## config.mk

```make
export PLATFORM = sky130hd
export DESIGN_NAME = wishbone_arbiter_rr
export DESIGN_NICKNAME = d
export VERILOG_FILES = /design/src/rtl/wishbone_arbiter_rr.sv
export SDC_FILE = /design/constraint.sdc
export NUM_CORES = 1
export LEC_CHECK = 0
export CAP_MARGIN = 20
export CORE_UTILIZATION = 28
export DETAILED_ROUTE_END_ITERATION = 8
export PLACE_DENSITY = 0.95
export SLEW_MARGIN = 30
export SYNTH_ARGS = -nofsm -noshare
export SYNTH_HDL_FRONTEND = slang
export SYNTH_SLANG_ARGS = --single-unit
```

## constraint.sdc

```tcl
create_clock -name clk_i -period 2.7 [get_ports clk_i]
set_input_delay 0.27 -clock clk_i [delete_from_list [all_inputs] [get_ports clk_i]]
set_output_delay 0.27 -clock clk_i [all_outputs]
set_load 0.005 [all_outputs]
```

## src/rtl/wishbone_arbiter_rr.sv

```systemverilog
`default_nettype none
// ============================================================================
// wishbone_arbiter_rr : round-robin owner of one Wishbone B4 Classic bus
//                       shared by NUM_CTRL controllers, optional stall watchdog
// Revision: 1.0
// ============================================================================
module wishbone_arbiter_rr #(
  parameter int NUM_CTRL  = 4,
  parameter int DAT_WIDTH = 8,
  parameter int ADR_WIDTH = 16,
  parameter int TIMEOUT   = 0,
  localparam int GW       = $clog2(NUM_CTRL)
) (
  input  logic                          clk_i,
  input  logic                          rst_ni,
  input  logic [NUM_CTRL-1:0]           c_cyc_i,
  input  logic [NUM_CTRL-1:0]           c_stb_i,
  input  logic [NUM_CTRL-1:0]           c_we_i,
  input  logic [NUM_CTRL*ADR_WIDTH-1:0] c_adr_i,
  input  logic [NUM_CTRL*DAT_WIDTH-1:0] c_dat_i,
  output logic [DAT_WIDTH-1:0]          c_dat_o,
  output logic [NUM_CTRL-1:0]           c_ack_o,
  output logic [NUM_CTRL-1:0]           c_err_o,
  output logic                          m_cyc_o,
  output logic                          m_stb_o,
  output logic                          m_we_o,
  output logic [ADR_WIDTH-1:0]          m_adr_o,
  output logic [DAT_WIDTH-1:0]          m_dat_o,
  input  logic [DAT_WIDTH-1:0]          m_dat_i,
  input  logic                          m_ack_i,
  output logic [GW-1:0]                 gnt_o,
  output logic                          busy_o
);

  typedef enum logic [0:0] {
    ST_IDLE = 1'b0,
    ST_BUSY = 1'b1
  } state_e;

  state_e          state_q, state_d;
  logic [GW-1:0]   gnt_q, gnt_d;
  logic [GW-1:0]   ptr_q, ptr_d;
  logic [GW-1:0]   pick;
  logic [GW:0]     cand;
  logic            busy;
  logic            owner_cyc;
  logic            owner_stb;
  logic            owner_we;
  logic [ADR_WIDTH-1:0] owner_adr;
  logic [DAT_WIDTH-1:0] owner_dat;
  logic            err_pulse;
  logic            ack_fwd;

  assign busy      = (state_q == ST_BUSY);
  assign owner_cyc = c_cyc_i[gnt_q];
  assign owner_stb = c_stb_i[gnt_q];
  assign owner_we  = c_we_i[gnt_q];
  assign owner_adr = c_adr_i[gnt_q*ADR_WIDTH +: ADR_WIDTH];
  assign owner_dat = c_dat_i[gnt_q*DAT_WIDTH +: DAT_WIDTH];

  // Scan from the farthest offset down so the requester nearest ptr wins.
  always_comb begin
    pick = ptr_q;
    cand = '0;
    for (int i = NUM_CTRL - 1; i >= 0; i--) begin
      cand = {1'b0, ptr_q} + (GW+1)'(i);
      if (cand >= (GW+1)'(NUM_CTRL)) cand = cand - (GW+1)'(NUM_CTRL);
      if (c_cyc_i[cand[GW-1:0]]) pick = cand[GW-1:0];
    end
  end

  always_comb begin
    state_d = state_q;
    gnt_d   = gnt_q;
    ptr_d   = ptr_q;
    case (state_q)
      ST_IDLE: begin
        if (|c_cyc_i) begin
          state_d = ST_BUSY;
          gnt_d   = pick;
        end
      end
      ST_BUSY: begin
        if (!owner_cyc) begin
          state_d = ST_IDLE;
          ptr_d   = (gnt_q == GW'(NUM_CTRL - 1)) ? '0 : gnt_q + 1'b1;
        end
      end
      default: state_d = ST_IDLE;
    endcase
  end

  always_ff @(posedge clk_i) begin
    if (!rst_ni) begin
      state_q <= ST_IDLE;
      gnt_q   <= '0;
      ptr_q   <= '0;
    end else begin
      state_q <= state_d;
      gnt_q   <= gnt_d;
      ptr_q   <= ptr_d;
    end
  end

  generate
    if (TIMEOUT > 0) begin : g_wdog
      localparam int CW = (TIMEOUT > 1) ? $clog2(TIMEOUT) : 1;
      logic [CW-1:0] cnt_q, cnt_d;
      logic          hit;

      // Ack on the threshold cycle takes precedence over the timeout.
      assign hit = busy & owner_stb & ~m_ack_i & (cnt_q == CW'(TIMEOUT - 1));

      always_comb begin
        cnt_d = '0;
        if (busy && owner_stb && !m_ack_i && !hit) cnt_d = cnt_q + 1'b1;
      end

      always_ff @(posedge clk_i) begin
        if (!rst_ni) cnt_q <= '0;
        else         cnt_q <= cnt_d;
      end

      assign err_pulse = hit;
    end else begin : g_no_wdog
      assign err_pulse = 1'b0;
    end
  endgenerate

  // A stray ack while the owner's strobe is low (e.g. after a timeout) is dropped.
  assign ack_fwd = busy & m_ack_i & owner_stb;

  always_comb begin
    m_cyc_o = 1'b0;
    m_stb_o = 1'b0;
    m_we_o  = 1'b0;
    m_adr_o = '0;
    m_dat_o = '0;
    c_ack_o = '0;
    c_err_o = '0;
    if (busy) begin
      m_cyc_o        = owner_cyc;
      m_stb_o        = owner_stb & ~err_pulse;
      m_we_o         = owner_we;
      m_adr_o        = owner_adr;
      m_dat_o        = owner_dat;
      c_ack_o[gnt_q] = ack_fwd;
      c_err_o[gnt_q] = err_pulse;
    end
  end

  assign c_dat_o = m_dat_i;
  assign gnt_o   = gnt_q;
  assign busy_o  = busy;

endmodule
`default_nettype wire
```

After elaboration in Yosys (flattened, before gate mapping)
Index checks and enable logic that the tools add are counted.
{ "classes": {"n_eq_ne": 1, "n_shift": 2, "reduce_logical": 4, "addsub": 8, "n_lt_le_gt_ge": 10, "bitwise_logic": 5, "muxes": 34} }
{ "op_table": {"columns": ["operator", "n"], "rows": [
  ["indexed part select 64 x 7 -> 16 bit", 1],
  ["indexed part select 32 x 6 -> 8 bit", 1],
  ["2-to-1 mux 2 bit", 9],
  ["2-to-1 mux 16 bit", 1],
  ["< comparator 2 x 3 -> 1 bit (second input constant)", 5],
  ["binary-select mux 1 bit (select 2 bit)", 7],
  ["2-to-1 mux 1 bit", 13],
  [">= comparator 3 bit (second input constant)", 3],
  ["2-to-1 mux 8 bit", 1],
  ["subtractor 2 x 1 -> 2 bit (second input constant)", 4],
  ["adder 2 x 2 -> 3 bit (second input constant)", 2],
  ["bitwise AND 4 bit", 1],
  ["2-to-1 mux 4 bit", 1],
  ["AND reduction 2 bit", 2],
  ["OR reduction 4 bit", 1],
  ["adder 2 x 1 -> 3 bit (second input constant)", 1],
  [">= comparator 2 x 3 -> 1 bit (second input constant)", 1],
  ["adder 2 x 1 -> 2 bit (second input constant)", 1],
  ["bitwise AND 1 bit", 2],
  ["demux 1 bit (select 2 bit)", 1],
  ["equality test 2 bit (second input constant)", 1],
  [">= comparator 2 x 1 -> 1 bit (second input constant)", 1],
  ["NOT 1 bit", 2],
  ["case mux 1 bit (2 select lines)", 1],
  ["logical AND 1 bit", 1]
]} }
{ "totals": {"ff_bits": 5, "out_inout_bits": 46} }

Longest topological paths before layout
Gate-level depths: netlist (run 1).
{ "depth": {"word_depth": 9, "ltp_mapped": 6, "ltp_nobuf": 4} }

Worst setup path before layout (run 1)
No wires, ideal clock.
{ "synth_timing": {"path_type": "register -> output", "from": "reg gnt_q[0], in the netlist gnt_o[0]", "to": "out c_ack_o[0]", "path_buffers": 1, "t_required_ps": 2430, "stages_incl_launch_ff": 5, "arrival_time_ps": 1364, "path_slack_ps": 1066, "cell_sequence": "dfxtp_1 buf_6 mux4_2 and2_4 and3_1"} }
{ "synth_via": {"elab_chain_len": 6, "word_cells_on_any_way": 10, "classes_between": "order compare (2); mux (5); bitwise (2); reduce/logical (1)"} }
{ "synth_rtl": {"columns": ["item", "line", "rtl"], "rows": [
  ["start: declaration", "41", "logic [GW-1:0] gnt_q, gnt_d;"],
  ["start signal: assignment", "100", "gnt_q <= gnt_d;"],
  ["< comparator 2 x 3 -> 1 bit / >= comparator 2 x 1 -> 1 bit (equally long branches)", null, null],
  ["logical AND 1 bit", null, null],
  ["2-to-1 mux 1 bit", null, null],
  ["demux 1 bit (select 2 bit)", null, null],
  ["bitwise AND 4 bit (no source line) (*)", null, null],
  ["2-to-1 mux 4 bit (*)", "141", "if (busy) begin"],
  ["end: declaration", "22", "output logic [NUM_CTRL-1:0] c_ack_o,"]
]} }
Mark *: on every way between the ends. The rest lies on a longest branch, timed or not. The select of a mux whose other input is x is not followed.

Worst setup path after layout (run 1)
{ "layout_timing": {"from": "reg gnt_q[0], in the netlist gnt_o[0]", "to": "out m_dat_o[0]"} }
{ "layout_via": {"elab_chain_len": 2} }
{ "layout_rtl": {"columns": ["item", "line", "rtl"], "rows": [
  ["indexed part select 32 x 6 -> 8 bit", "59", "assign owner_dat = c_dat_i[gnt_q*DAT_WIDTH +: DAT_WIDTH];"],
  ["2-to-1 mux 8 bit", "141", null],
  ["end: declaration", "28", "output logic [DAT_WIDTH-1:0] m_dat_o,"]
]} }
No other way between the ends.

==> metrics.md, run 1 <==
| Metric | Value |
|---|---|
| RSZ-0062 raised after global routing | false |
| Pwr Density | 309.0 nW/um^2 |
| Grt total ovfl | 0 |
| Worst vdd ir | 249.3 uV |
| CTS tree | built |
| Vias per Instance | 4.984 |
| Crit-path slowest cell | mux4_2 |
| Worst-skew pair later-pin latency | 0.22 ns |
| Sequential share of the synthesized area | 0.07648 |
| Post-DP Area | 2710 um^2 |
| Initial core utilization | 0.2965 |
| Fraction of layout cells with a size suffix above 1 | 0.1412 |
| Pins Over Slew Limit | 0 |
| # DRC | 0 |
| Max-Cap Viols | 0 |
| FF/Latch Area | 101.3 um^2 |
| CP arrival | 2.01 ns |
| Area of the multi-input gates | 1041 um^2 |
| WS Path Type | flip-flop to output port |
| Height of the die | 70.37 um |
| Die area | 4951 um^2 |
| Pin count of the biggest net entering global routing | 24 |
| Fillcell total | 354 |
| Postcts setup bufs | 0 |
| Post-layout util | 0.6242 |
| Cts bufs inserted | 3 |
| Worst EP required | 2.43 ns |
| Minimum clock period | 2.283 ns |
| Flops & latches, synth | 5 |
| Unique masters post-synth | 25 |
| H-tree Lvls | 1 |
| Post-DRT Antenna Nets | 0 |
| Hold-fix buffers, CTS | 0 |
| Io pins | 165 |
| YS warnings | 0 |
| Fmax | 438.0 MHz |
| Final setup viols | 0 |
| Final hold vios | 0 |
| Worst setup SP type | flip-flop |
| Worst Hold Class | flip-flop to flip-flop |
| Fin nets | 386 |
| Leakage power | 0.0009924 uW |
| Final period util | 0.8456 |
| Total vias in the final route | 1565 |
| Vias in the first global route | 1673 |
| Hpwl dp | 4.730 mm |
| Maximum clock path buffer count | 2 |
| Port bufs | 144 |
| Initial DRC Count | 59 |
| Ant. Diodes | 0 |
| Status | finished, final reports clean |
| FP Rows | 24 |
| CTS clk-pin slew, worst paths | 0.04 ns |
| CP Capture Type | output port |
| Setup TNS | 0 ns |
| Sink Count | 5 |
| DR WL/cell | 18.04 um |
| Design area | 2755 um^2 |
| CTS Root Cell | clkbuf_8 |
| Initial antenna violation count | 0 |
| CP cell instances | buf_4 > mux4_2 > and2_1 > clkdlybuf4s50_1 |
| Gpl congestion | 0.8431 |
| Final Total Pwr | 851.2 uW |
| Die width | 70.37 um |
| Area grow syn2layout | 110.5% |
| Core ar. | 4414 um^2 |
| First-pass GRT wire length | 8.818 mm |
| First-pass DRT Iterations | 4 |
| Netlist Area Pre-Place | 1309 um^2 |
| Final wirelength | 5.663 mm |
| Post-Synthesis Cells | 129 |
| Mean Syn Cell Area | 10.15 um^2 |
| Critical Path Fanout Max | 12 |
| Worst clock skew | 0.002654 ns |
| Post_cts resized | 0 |
| Final hold slack | 0.5059 ns |
| Slowest cell delay on critical path | 0.53 ns |
| Total track usage | 0.2279 |
-- flip-flops by register name (all words and copies together) (netlist names) --
| register | count |
|---|---|
| ptr_q | 2 |
| busy_o | 1 |
| gnt_o | 2 |
-- where the power goes --
part / total, uW / leakage, uW / internal, uW / switching, uW
Sequential: 102 / 0.0000416 / 85.0 / 17.1
Combinational: 608 / 0.000928 / 418 / 191
Clock: 141 / 0.0000228 / 102 / 39.2
Total: 851 / 0.000992 / 604 / 247
-- path summary, 6_finish.rpt --
| kind | to | slack [ns] | depth (start not counted) | startpoint |
|---|---|---|---|---|
| max | m_dat_o[0] | 0.42 | 4 | gnt_o[0] |
| min | ptr_q[0] | 0.51 | 2 | ptr_q[0] |
| max reg2reg | ptr_q[0] | 1.12 | 5 | gnt_o[1] |
| min reg2reg | ptr_q[0] | 0.51 | 2 | ptr_q[0] |
-- layout by cell type (no fill, tap or decap), types with 3 or more instances in the layout --
cell and n:
a21oi_1 4, and2_1 25, and3_1 4, buf_4 4, clkbuf_8 3, clkdlybuf4s50_1 144
conb_1 4, dfxtp_1 4, ha_1 4, inv_1 3, mux4_2 26, nand2_1 7
nand3_1 3, nor2_1 4, nor2b_1 4, o21ai_0 7
-- critical path, delay by kind of cell, from the launching register on --
| family | cells | cell delay (ns) |
|---|---|---|
| buf+inv | 2 | 0.69 |
| mux | 1 | 0.53 |
| flops | 1 | 0.40 |
| simple gates | 1 | 0.17 |
-- cell type report --
class / instances / area share
clock buffer: 4 / 0.01635
sequential: 5 / 0.03678
tap: 52 / 0.02361
multi-input combinational: 101 / 0.3778
timing repair buffer: 149 / 0.5413
inverter: 3 / 0.004087
-- cells in the mapped netlist --
cell type / n / share of area
mux2i_1: 1 / 0.0076
mux4_2: 26 / 0.45
nor2b_1: 4 / 0.019
nand2_1: 7 / 0.020
buf_6: 4 / 0.034
o22ai_1: 2 / 0.0096
ha_1: 4 / 0.038
inv_1: 3 / 0.0086
mux2_2: 1 / 0.0086
clkbuf_1: 4 / 0.011
a31oi_1: 1 / 0.0048
buf_2: 2 / 0.0076
o21ai_0: 7 / 0.027
and3_1: 4 / 0.019
buf_4: 13 / 0.075
conb_1: 1 / 0.0029
a211o_1: 1 / 0.0067
nand3_1: 3 / 0.011
and2_4: 1 / 0.0067
nor2_1: 4 / 0.011
nor3_1: 1 / 0.0038
a21oi_1: 4 / 0.015
a2bb2o_1: 1 / 0.0076
dfxtp_1: 5 / 0.076
and2_1: 25 / 0.12
-- stage by stage --
step / std cells / worst slack (ns)
after floorplan: 132 / 1.066
after global placement: 310 / 0.5312
after detailed placement: 310 / 0.4705
after CTS: 314 / 0.4008
after global routing: 314 / 0.3381
final: 314 / 0.4170
-- logic make-up (layout without fill, tap and decap cells) --
| group | Yosys count | count (layout) | synth area share |
|---|---|---|---|
| flops | 5 | 5 | 0.07648 |
| buf+inv | 26 | 156 | 0.1367 |
| other cells | 1 | 4 | 0.002865 |
| compound gates | 16 | 16 | 0.07075 |
| simple gates | 49 | 49 | 0.2113 |
| fa+ha+maj | 4 | 4 | 0.03824 |
| mux | 28 | 28 | 0.4637 |
-- per-layer routing --
| metal | up-vias | track usage | routed length (um) |
|---|---|---|---|
| met5 | - | 0 | 0 |
| met4 | 0 | 0.07556 | 114 |
| met3 | 14 | 0.06205 | 526 |
| met2 | 76 | 0.4275 | 2942 |
| met1 | 743 | 0.2417 | 2079 |
| li1 | 732 | - | - |
Note: power is estimated with default switching activity, not from simulation.
==> inputs of run 2 (changes only) <==
--- a/config.mk
+++ b/config.mk
@@ -6,9 +6,9 @@
 export NUM_CORES = 1
 export LEC_CHECK = 0
 export CAP_MARGIN = 20
-export CORE_UTILIZATION = 28
+export CORE_UTILIZATION = 26
 export DETAILED_ROUTE_END_ITERATION = 8
-export PLACE_DENSITY = 0.95
+export PLACE_DENSITY = 0.89
 export SLEW_MARGIN = 30
 export SYNTH_ARGS = -nofsm -noshare
 export SYNTH_HDL_FRONTEND = slang
==> constraint.sdc (replaced) <==
create_clock -name clk_i -period 2.37 [get_ports clk_i]
set_input_delay 0.237 -clock clk_i [delete_from_list [all_inputs] [get_ports clk_i]]
set_output_delay 0.237 -clock clk_i [all_outputs]
set_load 0.005 [all_outputs]
==> metrics.md, run 2 (synthesized netlist as in run 1, its figures left out) <==
| Metric | Value |
|---|---|
| Cts bufs inserted | 3 (unchanged) |
| Total track usage | 0.1904 (-0.03758) |
| CP cell instances | buf_12 > mux4_2 > and2_1 > clkdlybuf4s50_1 |
| Ant. Diodes | 0 (unchanged) |
| Bufs and invs on worst path | 2 (unchanged) |
| Minimum clock period | 2.252 ns |
| CP delay by family, top | buffers and inverters |
| Postcts setup bufs | 0 (unchanged) |
| Worst Hold Class | input port to output port |
| Initial antenna violation count | 0 (unchanged) |
| Area grow syn2layout | 113.5% |
| Setup TNS | 0 ns (unchanged) |
| RSZ-0062 raised after global routing | false |
| Height of the die | 72.95 um (+3.7%) |
| CTS Root Cell | clkbuf_8 |
| Hpwl dp | 4.325 mm (-8.6%) |
| CTS tree | built |
| Io pins | 165 (unchanged) |
| Most common cell after layout, fill and taps aside | clkdlybuf4s50_1 |
| Setup WS pre-CTS | 0.2101 ns (-0.2604 ns) |
| Initial core utilization | 0.2735 (-0.02302) |
| Gpl congestion | 0.7775 (-7.8%) |
| Max-Cap Viols | 0 (unchanged) |
| Crit-path slowest cell | mux4_2 |
| Grt total ovfl | 0 (unchanged) |
| Initial DRC Count | 43 (-27%) |
| Final hold slack | 0.4740 ns (-0.03190 ns) |
| DR WL/cell | 15.21 um (-16%) |
| Final std cells w/o fill | 330 (+5.1%) |
| Final period util | 0.9500 |
| Total vias in the final route | 1557 (-0.51%) |
| R2r setup slk | 0.90 ns (-0.22 ns) |
| Pin count of the biggest net entering global routing | 26 (+8.3%) |
| FF-to-FF Start | gnt_o[1] |
| Pins Over Slew Limit | 0 (unchanged) |
| Worst-skew pair later-pin latency | 0.22 ns (about the same) |
| Slowest cell delay on critical path | 0.52 ns (about the same) |
| Setup ws final | 0.1185 ns (-0.2985 ns) |
| CP Depth | 4 (unchanged) |
| Worst EP required | 2.13 ns (-0.30 ns) |
| Die width | 72.95 um (+3.7%) |
| H-tree Lvls | 1 (unchanged) |
| Most frequent cells in the layout | clkdlybuf4s50_1 (144), mux4_2 (26), and2_1 (25) |
| R2r endpoint | ptr_q[0] |
| End point of the critical path | m_adr_o[3] |
| CP Capture Type | output port |
| WS Path Type | flip-flop to output port |
| Worst setup startpoint | gnt_o[0] |
| Fin nets | 387 (+0.26%) |
| Worst clock skew | 0.002004 ns (-0.0006505 ns) |
| Maximum clock path buffer count | 2 (unchanged) |
| Post-DP Area | 2749 um^2 (+1.4%) |
| Fraction of layout cells with a size suffix above 1 | 0.1445 (+0.003265) |
| Final wirelength | 5.019 mm (-11%) |
| First-pass GRT wire length | 7.714 mm (-13%) |
| Post-DRT Antenna Nets | 0 (unchanged) |
| Post_cts resized | 0 (unchanged) |
| Die area | 5322 um^2 (+7.5%) |
| Pwr Density | 345.3 nW/um^2 (+12%) |
| First-pass DRT Iterations | 4 (unchanged) |
| CTS clk-pin slew, worst paths | 0.03 ns (about the same) |
| Final setup viols | 0 (unchanged) |
| Placed Instances | 326 (+5.2%) |
| FP Rows | 25 (+4.2%) |
| Core ar. | 4786 um^2 (+8.4%) |
| Status | finished, final reports clean |
| Fmax | 444.1 MHz |
| Sink Count | 5 (unchanged) |
| Port bufs | 144 (unchanged) |
| Worst vdd ir | 241.4 uV (-3.2%) |
| Vias in the first global route | 1597 (-4.5%) |
| Reg2Reg Depth | 5 (unchanged) |
| Worst setup SP type | flip-flop |
| Design area | 2794 um^2 (+1.4%) |
| Vias per Instance | 4.718 (-5.3%) |
| Critical Path Fanout Max | 15 (+3) |
| # DRC | 0 (unchanged) |
| Final hold vios | 0 (unchanged) |
| CP arrival | 2.01 ns (about the same) |
| Hold-fix buffers, CTS | 0 (unchanged) |
| Leakage power | 0.001001 uW (+0.87%) |
-- run 2: cell count changes in the layout (fill, tap and decap cells not counted), sizes merged --
cell / delta
buf: +1
-- run 2: power breakdown --
part / total, uW / internal [uW] / switching [uW]
sequential: 120 / 96.9 / 22.7
clock: 155 / 115 / 39.5
combinational: 690 / 483 / 207
-- run 2: worst min-delay path by stage --
stage	start	to	slack [ns]	depth (start not counted)
final	m_dat_i[1]	c_dat_o[1]	0.47	0
after global routing	m_dat_i[7]	c_dat_o[7]	0.47	0
after CTS	m_dat_i[4]	c_dat_o[4]	0.47	0
after detailed placement	m_dat_i[4]	c_dat_o[4]	0.47	0
after global placement	m_dat_i[4]	c_dat_o[4]	0.47	0
after floorplan	c_cyc_i[1]	gnt_o[1]	0.41	2
-- run 2: area by class of cell --
type	instances	area [um^2]
well taps	67	83.83
repair buffers	150	1511
fillers	430	1992
inverters	3	11.26
multi-input cells	101	1041
clock buffers	4	45.04
flip-flops and latches	5	101.3
-- run 2: layer usage --
layer  routed length [um]  GRT usage  up-vias
met5                    0          0        -
met4                   66    0.05664        0
met3                  607    0.05939        8
met2                 2700     0.3811       91
met1                 1644     0.1829      723
li1                     -          -      735
-- run 2: stage by stage --
step / utilization / total power [uW]
2_1_floorplan: - / 442.7
4_1_cts: 0.5838 / 979.4
3_3_place_gp: 0.5744 / 801.9
6_report: 0.5838 / 964.6
3_5_place_dp: 0.5744 / 818.8
5_1_grt: 0.5838 / 1035
